===== src/rtl/ceespu_pkg.sv =====
// Shared encodings for the ceespu execute stage: ALU ops, branch conditions,
// access sizes and the execute FSM state type.
package ceespu_pkg;

    localparam logic [3:0] OP_ADD  = 4'd0;
    localparam logic [3:0] OP_SUB  = 4'd1;
    localparam logic [3:0] OP_ADC  = 4'd2;
    localparam logic [3:0] OP_SBC  = 4'd3;
    localparam logic [3:0] OP_AND  = 4'd4;
    localparam logic [3:0] OP_OR   = 4'd5;
    localparam logic [3:0] OP_XOR  = 4'd6;
    localparam logic [3:0] OP_SLL  = 4'd7;
    localparam logic [3:0] OP_SRL  = 4'd8;
    localparam logic [3:0] OP_SRA  = 4'd9;
    localparam logic [3:0] OP_SLT  = 4'd10;
    localparam logic [3:0] OP_SLTU = 4'd11;
    localparam logic [3:0] OP_MOVB = 4'd12;
    localparam logic [3:0] OP_MUL  = 4'd15;

    localparam logic [2:0] BR_EQ  = 3'd0;
    localparam logic [2:0] BR_NE  = 3'd1;
    localparam logic [2:0] BR_LT  = 3'd2;
    localparam logic [2:0] BR_GE  = 3'd3;
    localparam logic [2:0] BR_LTU = 3'd4;
    localparam logic [2:0] BR_GEU = 3'd5;
    localparam logic [2:0] BR_CS  = 3'd6;
    localparam logic [2:0] BR_CC  = 3'd7;

    localparam logic [1:0] SZ_WORD  = 2'd0;
    localparam logic [1:0] SZ_HALF  = 2'd1;
    localparam logic [1:0] SZ_BYTE  = 2'd2;
    localparam logic [1:0] SZ_DWORD = 2'd3;

    typedef enum logic {
        ST_IDLE = 1'b0,
        ST_MUL  = 1'b1
    } exe_state_t;

    // Number of byte lanes touched by an access of the given size.
    function automatic int unsigned size_lanes(input logic [1:0] sz);
        case (sz)
            SZ_BYTE:  return 1;
            SZ_HALF:  return 2;
            SZ_WORD:  return 4;
            default:  return 8;
        endcase
    endfunction

endpackage


===== src/rtl/ceespu_iter_mul.sv =====
// Iterative shift-add multiplier: one multiplier bit per cycle, XLEN cycles,
// low XLEN bits of the unsigned product. O_done stays high until next start/abort.
module ceespu_iter_mul #(
    parameter int XLEN = 32
) (
    input  logic            I_clk,
    input  logic            I_rst,
    input  logic            I_start,
    input  logic            I_abort,
    input  logic [XLEN-1:0] I_a,
    input  logic [XLEN-1:0] I_b,
    output logic            O_done,
    output logic [XLEN-1:0] O_product
);

    localparam int CW = $clog2(XLEN + 1);

    logic [XLEN-1:0] acc;
    logic [XLEN-1:0] mcand;
    logic [XLEN-1:0] mplier;
    logic [CW-1:0]   count;
    logic            running;

    always_ff @(posedge I_clk or negedge I_rst) begin
        if (!I_rst) begin
            acc     <= '0;
            mcand   <= '0;
            mplier  <= '0;
            count   <= '0;
            running <= 1'b0;
            O_done  <= 1'b0;
        end else if (I_abort) begin
            running <= 1'b0;
            O_done  <= 1'b0;
            count   <= '0;
        end else if (I_start) begin
            acc     <= '0;
            mcand   <= I_a;
            mplier  <= I_b;
            count   <= CW'(XLEN);
            running <= 1'b1;
            O_done  <= 1'b0;
        end else if (running) begin
            if (mplier[0]) begin
                acc <= acc + mcand;
            end
            mcand  <= mcand << 1;
            mplier <= mplier >> 1;
            count  <= count - CW'(1);
            if (count == CW'(1)) begin
                running <= 1'b0;
                O_done  <= 1'b1;
            end
        end
    end

    assign O_product = acc;

endmodule


===== src/rtl/ceespu_execute_pl.sv =====
// Handshaked ceespu execute stage: ALU, address/store-lane generation,
// misalignment detection, branch resolution and an iterative multiplier.
module ceespu_execute_pl
    import ceespu_pkg::*;
#(
    parameter int XLEN  = 32,
    parameter int PC_W  = 14,
    parameter int REG_W = 5
) (
    input  logic                I_clk,
    input  logic                I_rst,
    input  logic                I_valid,
    output logic                O_ready,
    input  logic                I_stall,
    input  logic                I_flush,
    input  logic [3:0]          I_aluop,
    input  logic [XLEN-1:0]     I_dataA,
    input  logic [XLEN-1:0]     I_dataB,
    input  logic [XLEN-1:0]     I_storeData,
    input  logic [1:0]          I_selCin,
    input  logic                I_we,
    input  logic [REG_W-1:0]    I_regD,
    input  logic                I_memE,
    input  logic                I_memWe,
    input  logic [2:0]          I_selMem,
    input  logic                I_isBranch,
    input  logic                I_prediction,
    input  logic [2:0]          I_branchop,
    input  logic [PC_W-1:0]     I_PC,
    input  logic [PC_W-1:0]     I_branchTarget,
    output logic                O_valid,
    output logic [XLEN-1:0]     O_aluResult,
    output logic [XLEN-1:0]     O_StoreData,
    output logic [XLEN-1:0]     O_memAddress,
    output logic [XLEN/8-1:0]   O_memWe,
    output logic                O_memE,
    output logic                O_we,
    output logic                O_misaligned,
    output logic [REG_W-1:0]    O_regD,
    output logic [PC_W-1:0]     O_PC,
    output logic [2:0]          O_selMem,
    output logic                O_branch_taken,
    output logic                O_branch_mispredict,
    output logic [PC_W-1:0]     O_branchTarget,
    output logic                O_busy
);

    localparam int LANES = XLEN / 8;
    localparam int LW    = $clog2(LANES);
    localparam int SHW   = $clog2(XLEN);

    exe_state_t        state;
    logic              c_flag;
    logic              out_en;
    logic              cin;
    logic [XLEN:0]     sum_add;
    logic [XLEN:0]     sum_sub;
    logic [XLEN-1:0]   addr;
    logic [XLEN-1:0]   alu_res;
    logic              alu_carry;
    logic              carry_op;
    logic [XLEN-1:0]   store_rep;
    logic [LANES-1:0]  lane_mask;
    logic [LANES-1:0]  we_mask;
    logic              mis;
    logic              cmp;
    logic              accept;
    logic              mul_start;
    logic              mul_done;
    logic [XLEN-1:0]   mul_product;
    logic              pend_we;
    logic [REG_W-1:0]  pend_regD;
    logic [PC_W-1:0]   pend_PC;
    logic [SHW-1:0]    shamt;
    int unsigned       nl;
    int unsigned       li;
    logic [63:0]       mask_full;

    // out_en keeps the stage closed until the first edge after reset release.
    assign O_ready   = (state == ST_IDLE) && out_en && !I_stall;
    assign O_busy    = (state == ST_MUL);
    assign accept    = I_valid && O_ready && !I_flush;
    assign mul_start = accept && (I_aluop == OP_MUL);

    always_comb begin
        case (I_selCin)
            2'd0:    cin = 1'b0;
            2'd1:    cin = c_flag;
            2'd2:    cin = !c_flag;
            default: cin = 1'b1;
        endcase
    end

    assign sum_add = {1'b0, I_dataA} + {1'b0, I_dataB} + {{XLEN{1'b0}}, cin};
    assign sum_sub = {1'b0, I_dataA} + {1'b0, ~I_dataB} + {{XLEN{1'b0}}, cin};
    assign addr    = sum_add[XLEN-1:0];
    assign shamt   = I_dataB[SHW-1:0];
    assign carry_op = (I_aluop == OP_ADD) || (I_aluop == OP_SUB) ||
                      (I_aluop == OP_ADC) || (I_aluop == OP_SBC);

    always_comb begin
        alu_res   = '0;
        alu_carry = 1'b0;
        case (I_aluop)
            OP_ADD, OP_ADC: begin
                alu_res   = sum_add[XLEN-1:0];
                alu_carry = sum_add[XLEN];
            end
            OP_SUB, OP_SBC: begin
                alu_res   = sum_sub[XLEN-1:0];
                alu_carry = sum_sub[XLEN];
            end
            OP_AND:  alu_res = I_dataA & I_dataB;
            OP_OR:   alu_res = I_dataA | I_dataB;
            OP_XOR:  alu_res = I_dataA ^ I_dataB;
            OP_SLL:  alu_res = I_dataA << shamt;
            OP_SRL:  alu_res = I_dataA >> shamt;
            OP_SRA:  alu_res = $signed(I_dataA) >>> shamt;
            OP_SLT:  alu_res = XLEN'($signed(I_dataA) < $signed(I_dataB));
            OP_SLTU: alu_res = XLEN'(I_dataA < I_dataB);
            OP_MOVB: alu_res = I_dataB;
            default: alu_res = '0;
        endcase
    end

    always_comb begin
        store_rep = I_storeData;
        case (I_selMem[1:0])
            SZ_BYTE: store_rep = {LANES{I_storeData[7:0]}};
            SZ_HALF: store_rep = {(LANES/2){I_storeData[15:0]}};
            SZ_WORD: store_rep = {(LANES/4){I_storeData[31:0]}};
            default: store_rep = I_storeData;
        endcase
    end

    // Lane mask: n contiguous lanes starting at the address rounded down to n.
    always_comb begin
        nl        = size_lanes(I_selMem[1:0]);
        li        = 32'(addr[LW-1:0]);
        mask_full = ((64'd1 << nl) - 64'd1) << (li & ~(nl - 1));
        lane_mask = mask_full[LANES-1:0];
    end

    always_comb begin
        case (I_selMem[1:0])
            SZ_HALF:  mis = addr[0];
            SZ_WORD:  mis = |addr[1:0];
            SZ_DWORD: mis = (XLEN == 32) ? 1'b1 : |addr[2:0];
            default:  mis = 1'b0;
        endcase
    end

    assign we_mask = (I_memE && I_memWe && !mis) ? lane_mask : '0;

    always_comb begin
        case (I_branchop)
            BR_EQ:   cmp = (I_dataA == I_dataB);
            BR_NE:   cmp = (I_dataA != I_dataB);
            BR_LT:   cmp = ($signed(I_dataA) < $signed(I_dataB));
            BR_GE:   cmp = ($signed(I_dataA) >= $signed(I_dataB));
            BR_LTU:  cmp = (I_dataA < I_dataB);
            BR_GEU:  cmp = (I_dataA >= I_dataB);
            BR_CS:   cmp = c_flag;
            default: cmp = !c_flag;
        endcase
    end

    assign O_branch_taken      = I_valid && I_isBranch && cmp;
    assign O_branch_mispredict = I_valid && I_isBranch && (O_branch_taken != I_prediction);
    assign O_branchTarget      = I_prediction ? (I_PC + PC_W'(1)) : I_branchTarget;

    ceespu_iter_mul #(
        .XLEN(XLEN)
    ) u_mul (
        .I_clk     (I_clk),
        .I_rst     (I_rst),
        .I_start   (mul_start),
        .I_abort   (I_flush),
        .I_a       (I_dataA),
        .I_b       (I_dataB),
        .O_done    (mul_done),
        .O_product (mul_product)
    );

    always_ff @(posedge I_clk or negedge I_rst) begin
        if (!I_rst) begin
            state        <= ST_IDLE;
            c_flag       <= 1'b0;
            out_en       <= 1'b0;
            O_valid      <= 1'b0;
            O_aluResult  <= '0;
            O_StoreData  <= '0;
            O_memAddress <= '0;
            O_memWe      <= '0;
            O_memE       <= 1'b0;
            O_we         <= 1'b0;
            O_misaligned <= 1'b0;
            O_regD       <= '0;
            O_PC         <= '0;
            O_selMem     <= '0;
            pend_we      <= 1'b0;
            pend_regD    <= '0;
            pend_PC      <= '0;
        end else begin
            out_en <= 1'b1;
            if (I_flush) begin
                state   <= ST_IDLE;
                O_valid <= 1'b0;
                O_we    <= 1'b0;
                O_memE  <= 1'b0;
                O_memWe <= '0;
            end else if (state == ST_IDLE) begin
                if (accept) begin
                    if (carry_op) begin
                        c_flag <= alu_carry;
                    end
                    if (I_aluop == OP_MUL) begin
                        state     <= ST_MUL;
                        O_valid   <= 1'b0;
                        pend_we   <= I_we;
                        pend_regD <= I_regD;
                        pend_PC   <= I_PC;
                    end else begin
                        O_valid      <= 1'b1;
                        O_aluResult  <= alu_res;
                        O_StoreData  <= store_rep;
                        O_memAddress <= addr;
                        O_memWe      <= we_mask;
                        O_memE       <= I_memE && !mis;
                        O_misaligned <= I_memE && mis;
                        O_we         <= I_we;
                        O_regD       <= I_regD;
                        O_PC         <= I_PC;
                        O_selMem     <= I_selMem;
                    end
                end else if (!I_stall) begin
                    O_valid <= 1'b0;
                end
            end else begin
                // Product is written only once downstream can take it.
                if (mul_done && !I_stall) begin
                    state        <= ST_IDLE;
                    O_valid      <= 1'b1;
                    O_aluResult  <= mul_product;
                    O_StoreData  <= '0;
                    O_memAddress <= '0;
                    O_memWe      <= '0;
                    O_memE       <= 1'b0;
                    O_misaligned <= 1'b0;
                    O_we         <= pend_we;
                    O_regD       <= pend_regD;
                    O_PC         <= pend_PC;
                    O_selMem     <= '0;
                end else if (!I_stall) begin
                    O_valid <= 1'b0;
                end
            end
        end
    end

endmodule


===== config.mk =====
export PLATFORM = sky130hd
export DESIGN_NAME = ceespu_execute_pl
export DESIGN_NICKNAME = d
export VERILOG_FILES = /design/src/rtl/ceespu_pkg.sv /design/src/rtl/ceespu_iter_mul.sv /design/src/rtl/ceespu_execute_pl.sv
export SDC_FILE = /design/constraint.sdc
export NUM_CORES = 1
export LEC_CHECK = 0
export CAP_MARGIN = 20
export CORE_MARGIN = 5
export CORE_UTILIZATION = 35
export CTS_CLUSTER_DIAMETER = 150
export DETAILED_ROUTE_END_ITERATION = 6
export SLEW_MARGIN = 20
export SYNTH_ARGS = -nofsm -noshare
export SYNTH_HDL_FRONTEND = slang
export SYNTH_SLANG_ARGS = --single-unit

===== constraint.sdc =====
create_clock -name I_clk -period 14.6 [get_ports I_clk]
set_input_delay 4.38 -clock I_clk [delete_from_list [all_inputs] [get_ports I_clk]]
set_output_delay 4.38 -clock I_clk [all_outputs]
set_load 0.1 [all_outputs]

Yosys cells after proc, flatten, opt, wreduce, memory -nomap -nowiden
Cells that the tools add are included.

storage, ports and cells
  register bits after elaboration = 253
  latch bits = 0
  bits in writable memories = 0
  ROM bits = 0
  bits of input ports = 151
  output and inout port bits = 144
  word-level logic and storage cells = 200
  memories = 0

cells by class
  add/sub/neg operators = 9
  $mul = 0
  divide/modulo/power cells = 0
  $lt $le $gt $ge = 4
  equality and inequality tests = 32
  shifts and indexed selects = 5
  mux-type cells = 79
  bitwise operators = 8
  reductions and logical operators = 40

operator list
  kind                   count
  $mux 32                18
  $pmux 32 s11           1
  $mux 14                5
  $add 32x32->33         2
  $add 33x1->33          2
  $ge 32x32->1           2
  $lt 32x32->1           2
  $not 32->32            2
  $pmux 32 s2            1
  $shl 1x32->64 const A  1
  $shl 64x32->4          1
  $sub 64x1->64 const B  1
  $add 32x32->32         1
  $and 2x32->32          1
  $and 32x32->32         1
  $eq 32x32->1           1
  $mux 1                 32
  $ne 32x32->1           1
  $or 32x32->32          1
  $shl 32x5->32          1
  $shr 32x5->32          1
  $sshr 32x5->32         1
  $sub 32x1->32 const B  1
  $xor 32x32->32         1
  38 further kinds       96

Longest topological paths before layout
  depth in word-level cells = 12
  gate-level depth with buffers = 16
  mapped depth without buffers = 14

Cells and area by module
From an unflattened synthesis, not the netlist that was laid out.

second synthesis, totals
  cell total of the unflattened synthesis = 2778
  area, all modules = 22711.8 sq um

by module, submodules not included
  module             instances  cells each  area an instance (sq um)  sequential area each (sq um)
  ceespu_execute_pl  1          2136        16636.0                   3728.6
  ceespu_iter_mul    1          642         6075.8                    2602.5

Least setup slack after synthesis
No wires, ideal clock.

  path type = input -> output
  start = input I_dataB[2]
  end = output O_branch_taken
  arrival time = 8120 ps
  required time = 10220 ps
  setup slack = 2100 ps
  cell stages on the path = 15
  buffers on the path = 3
  path through = inv_2 clkbuf_1 clkbuf_1 ha_1 buf_2 inv_1 a21oi_1 o21bai_1 a21boi_0 o211a_1 o21ai_4 xnor2_1 mux2_4 a32oi_2 nor2_1

between the ends
  cells in the longest elaborated chain, start to end = 3
  elaborated cells on any way between the ends = 8
  those cells by class = order compare: 4; eq/ne: 2; mux: 1; reduce/logical: 1

ends and longest elaborated chain
  what                                        RTL line                  RTL
  start, declared                             ceespu_execute_pl.sv:18   input logic [XLEN-1:0] I_dataB,
  $ge 32x32->1, or another cell as far along  ceespu_execute_pl.sv:162  BR_GEU: cmp = (I_dataA >= I_dataB);
  $pmux 1 s7 *                                ceespu_execute_pl.sv:156  case (I_branchop)
  $logic_and 1x1->1 *                         ceespu_execute_pl.sv:168  assign O_branch_taken = I_valid && I_isBranch && cmp;
  end, declared                               ceespu_execute_pl.sv:42   output logic O_branch_taken,

Every way passes the cells marked *; elsewhere a longest branch is shown, timed or not.

Worst setup path after layout
  start = input I_dataA[13]
  end = output O_branch_mispredict

between the ends
  cells in the longest elaborated chain, start to end = 5
  elaborated cells on any way between the ends = 10
  those cells by class = order compare: 4; eq/ne: 3; mux: 1; reduce/logical: 2

ends and longest elaborated chain
  what                                        RTL line                  RTL
  start, declared                             ceespu_execute_pl.sv:17   input logic [XLEN-1:0] I_dataA,
  $ge 32x32->1, or another cell as far along  ceespu_execute_pl.sv:162
  $pmux 1 s7 *                                ceespu_execute_pl.sv:156
  $logic_and 1x1->1 *                         ceespu_execute_pl.sv:168
  $ne 1x1->1 *                                ceespu_execute_pl.sv:169  assign O_branch_mispredict = I_valid && I_isBranch && (O_branch_taken != I_prediction);
  $logic_and 1x1->1 *                         ceespu_execute_pl.sv:169
  end, declared                               ceespu_execute_pl.sv:43   output logic O_branch_mispredict,

Marks and branches as above.

==> metrics <==
sequential fraction of the synthesis area 29.14%; failing checks DRC; share of cells above drive strength 1 7.742%; Max Slew Vio Count 0; top cell type by total area after synthesis dfrtp_1; # DRC 1; Fmax 76.31 MHz; Post-synth EDFFs 0; Longest Clk Path Bufs 3; initial antenna violation count 5; slowest CP cell clkdlybuf4s50_1; Final Cycle Share 89.76%; Peak VDD IR 0.09708 mV; clock sink total 253; Async SR Flop Fraction 100.0%; final net count 3214; minimum clock period 13110 ps; total placed cells including tap cells 3727; HP Class reg2reg; # setup viols final 0; Final Util 42.97%; Pre-Repair DR Iteration Count 7; Layout area overhead 21.83%; Avg Cell Area, Syn 7.947 sq um; skew final 21.19 ps; Yosys cell types 89; Critical Path Start Type primary input; status finished with violations; DRT antenna net count 0; critical path endpoint category output port; clock-pin slew on the worst setup and hold paths 60 ps; total power 3.194 mW; slowest stage delay, CP 760 ps; Hold Buf Count CTS 0; Ports 295; Setup crit start I_dataA[13]; Seq cells post-synth 253; sequential power share 28.1%; GPL Wtd Cong 1.043; Comb power frac 47.1%; Hold Startpoint pend_PC[2]$_DFFE_PN0P_; relative max-transition margin 24.60%; synthesized cell area 21730 sq um; Placeable Area 61600 sq um; Critical Path AT 8730 ps; routed vias 22834; RSZ-0062 raised after global routing no; vias per cell 6.034; vias in the first global route 21631; Net Count, Synth 3026; DR iter-0 viols 2818; Max H-tree Level 1; Die Span X 259.2 microns; Die Y 259.2 microns; worst setup path class in2out; Req. time, crit path 10220 ps; P per Cell Area 120.7 nW/um^2; DRT Wirelength 105800 microns; Max Cap Viol 0; Synth top area share 29.14%; Clock Tree Root clkbuf_16; CP cell instances clkdlybuf4s50_1 -> inv_1 -> ha_1 -> or2_4 -> or3_4 -> nor2_2 -> nand4_1 -> o211a_1 -> o21ai_4 -> mux2_2 -> or3_1 -> a32oi_2 -> mux2_1 -> buf_12; Leak Pwr 11.38 nW; pin count of the biggest net entering global routing 81; standard-cell row count 91; Setup Fix Bufs, Post-CTS 0; post_cts resized 0; worst-path maximum fanout 12; power share of the clock group 24.8%; final instance area 26470 sq um; DIE AREA 67160 sq um; placed inst area 25420 sq um; global-route wire length before repair 151900 microns; synth top area cells dfrtp_1 29%, ha_1 7.8%, nand2_1 7.7%; Worst R2R Start c_flag$_DFFE_PN0P_; total grt overflow 0; dpl hpwl 80950 microns; CTS buffer count 30; post-synthesis cell count 2734; switching power share of the total 47.23%; Post-synth top flop dfrtp_1; clk_lat worst skew 610 ps; Final Hold Vio Count 0; CTS tree built; Int Pwr 1.685 mW; IO buf count 294; Initial Utilization 35.27%; Final Non-Filler Cells 3784; Ys Warns 0; worst-margin pin slew 1100 ps; WL/cell 27.95 microns; setup_tns 0 ps; P_sw 1.508 mW; All-Layer GR Usage 29.99%
-- layout make-up --
cell class / instances / area [sq um]
Multi-Input combinational cell: 2163 / 14210
Tap cell: 837 / 1047
Fill cell: 6210 / 35130
Sequential cell: 253 / 6332
Inverter: 122 / 457.9
Clock buffer: 40 / 858.3
Timing Repair Buffer: 352 / 3368
Clock inverter: 15 / 190.2
Antenna cell: 2 / 5.005
-- worst paths after layout --
kind / end / cells past startpoint / slack [ps]
setup / recovery: O_branch_mispredict / 14 / 1490
hold / removal: pend_PC[2]$_DFFE_PN0P_ / 2 / 480
setup reg to reg: O_aluResult[24]$_DFFE_PN0P_ / 13 / 9250
hold reg to reg: pend_PC[2]$_DFFE_PN0P_ / 2 / 480
max in group asynchronous: O_busy$_DFF_PN0_ / 3 / 8700
min in group asynchronous: u_mul.mplier[9]$_DFFE_PN0P_ / 1 / 3720
-- through the flow --
step	setup WS [ps]	hold slack (ps)
6_report	1495	476.8
5_1_grt	1299	493.0
2_1_floorplan	2100	445.4
3_3_place_gp	1548	456.7
4_1_cts	1499	478.2
3_5_place_dp	1531	463.5
-- flip-flops by register name, indices dropped and copies added, names as in the netlist, 3 cells and up --
signal,flops
O_aluResult,32
pend_regD,5
O_selMem,3
O_regD,5
pend_PC,14
u_mul.mplier,32
O_PC,14
O_StoreData,32
u_mul.mcand,32
O_memAddress,32
u_mul.count,6
O_memWe,4
u_mul.O_product,32
-- critical path, delay by kind of cell --
kind	cells	cell delay (ps)
AOI/OAI and AO/OA	3	870
adders and majority gates	1	440
buffers and inverters	3	1030
muxes	2	770
and+or+nand+nor	5	1210
-- power groups by stage --
stage	logic [mW]	clock network (mW)	registers, mW
after floorplan	0.471	0	1.44
after global placement	1.49	0	0.902
after detailed placement	1.49	0	0.907
after CTS	1.49	0.811	0.895
after global routing	1.57	0.837	0.908
final	1.50	0.793	0.896
-- layout by cell type (no fill, tap or decap), drive strengths merged, types with 76 or more instances in the layout --
cell type        n
a21oi          203
a31oi           81
clkdlybuf4s50  286
dfrtp          253
ha             136
inv            122
nand2          444
nor2           292
o21ai          201
xnor2           76
-- routing by layer --
metal | vias up | wire [microns] | GRT usage [%] | share of wire [%]
met5 | - | 40 | 0 | 0.038
met4 | 8 | 5285 | 12.37 | 5.0
met3 | 206 | 9023 | 6.507 | 8.5
met2 | 1129 | 45310 | 45.19 | 43
met1 | 11323 | 46120 | 41.90 | 44
li1 | 10168 | - | - | -
-- synth_stat cells, types with 8 or more instances --
cell	instances
ha_1	136
a221o_1	12
xnor2_1	76
nand4_1	16
nor2_1	291
dfrtp_1	253
or3_1	15
inv_1	118
nand2_1	444
o21a_1	13
nor4_1	18
a22oi_1	27
a21o_1	31
o21ai_0	194
nor2b_1	27
mux2i_1	71
o31ai_1	13
xor2_1	19
nand2b_1	24
a221oi_1	41
mux2_2	13
a22o_1	18
nor3_1	45
and2_1	8
o21bai_1	14
buf_2	23
a21oi_1	202
o211ai_1	18
buf_1	21
a211oi_1	28
clkbuf_1	148
mux4_2	54
and3_1	24
or2_2	8
a31oi_1	81
nand3_1	44
o2111ai_1	9
o31a_1	8
-- kinds of logic (layout without fill, tap and decap cells) --
logic type	after synthesis	after routing	synth area share (%)
AO/OA/AOI/OAI	796	796	23.62
other	1	3	0.01726
AND/OR/NAND/NOR	990	990	19.73
flip-flops	253	253	29.14
adder cells (fa/ha/maj)	141	141	8.293
XOR/XNOR	95	95	3.830
multiplexers	140	140	9.663
buffers and inverters	318	529	5.713
No activity file was read; power rests on OpenSTA's default activity.
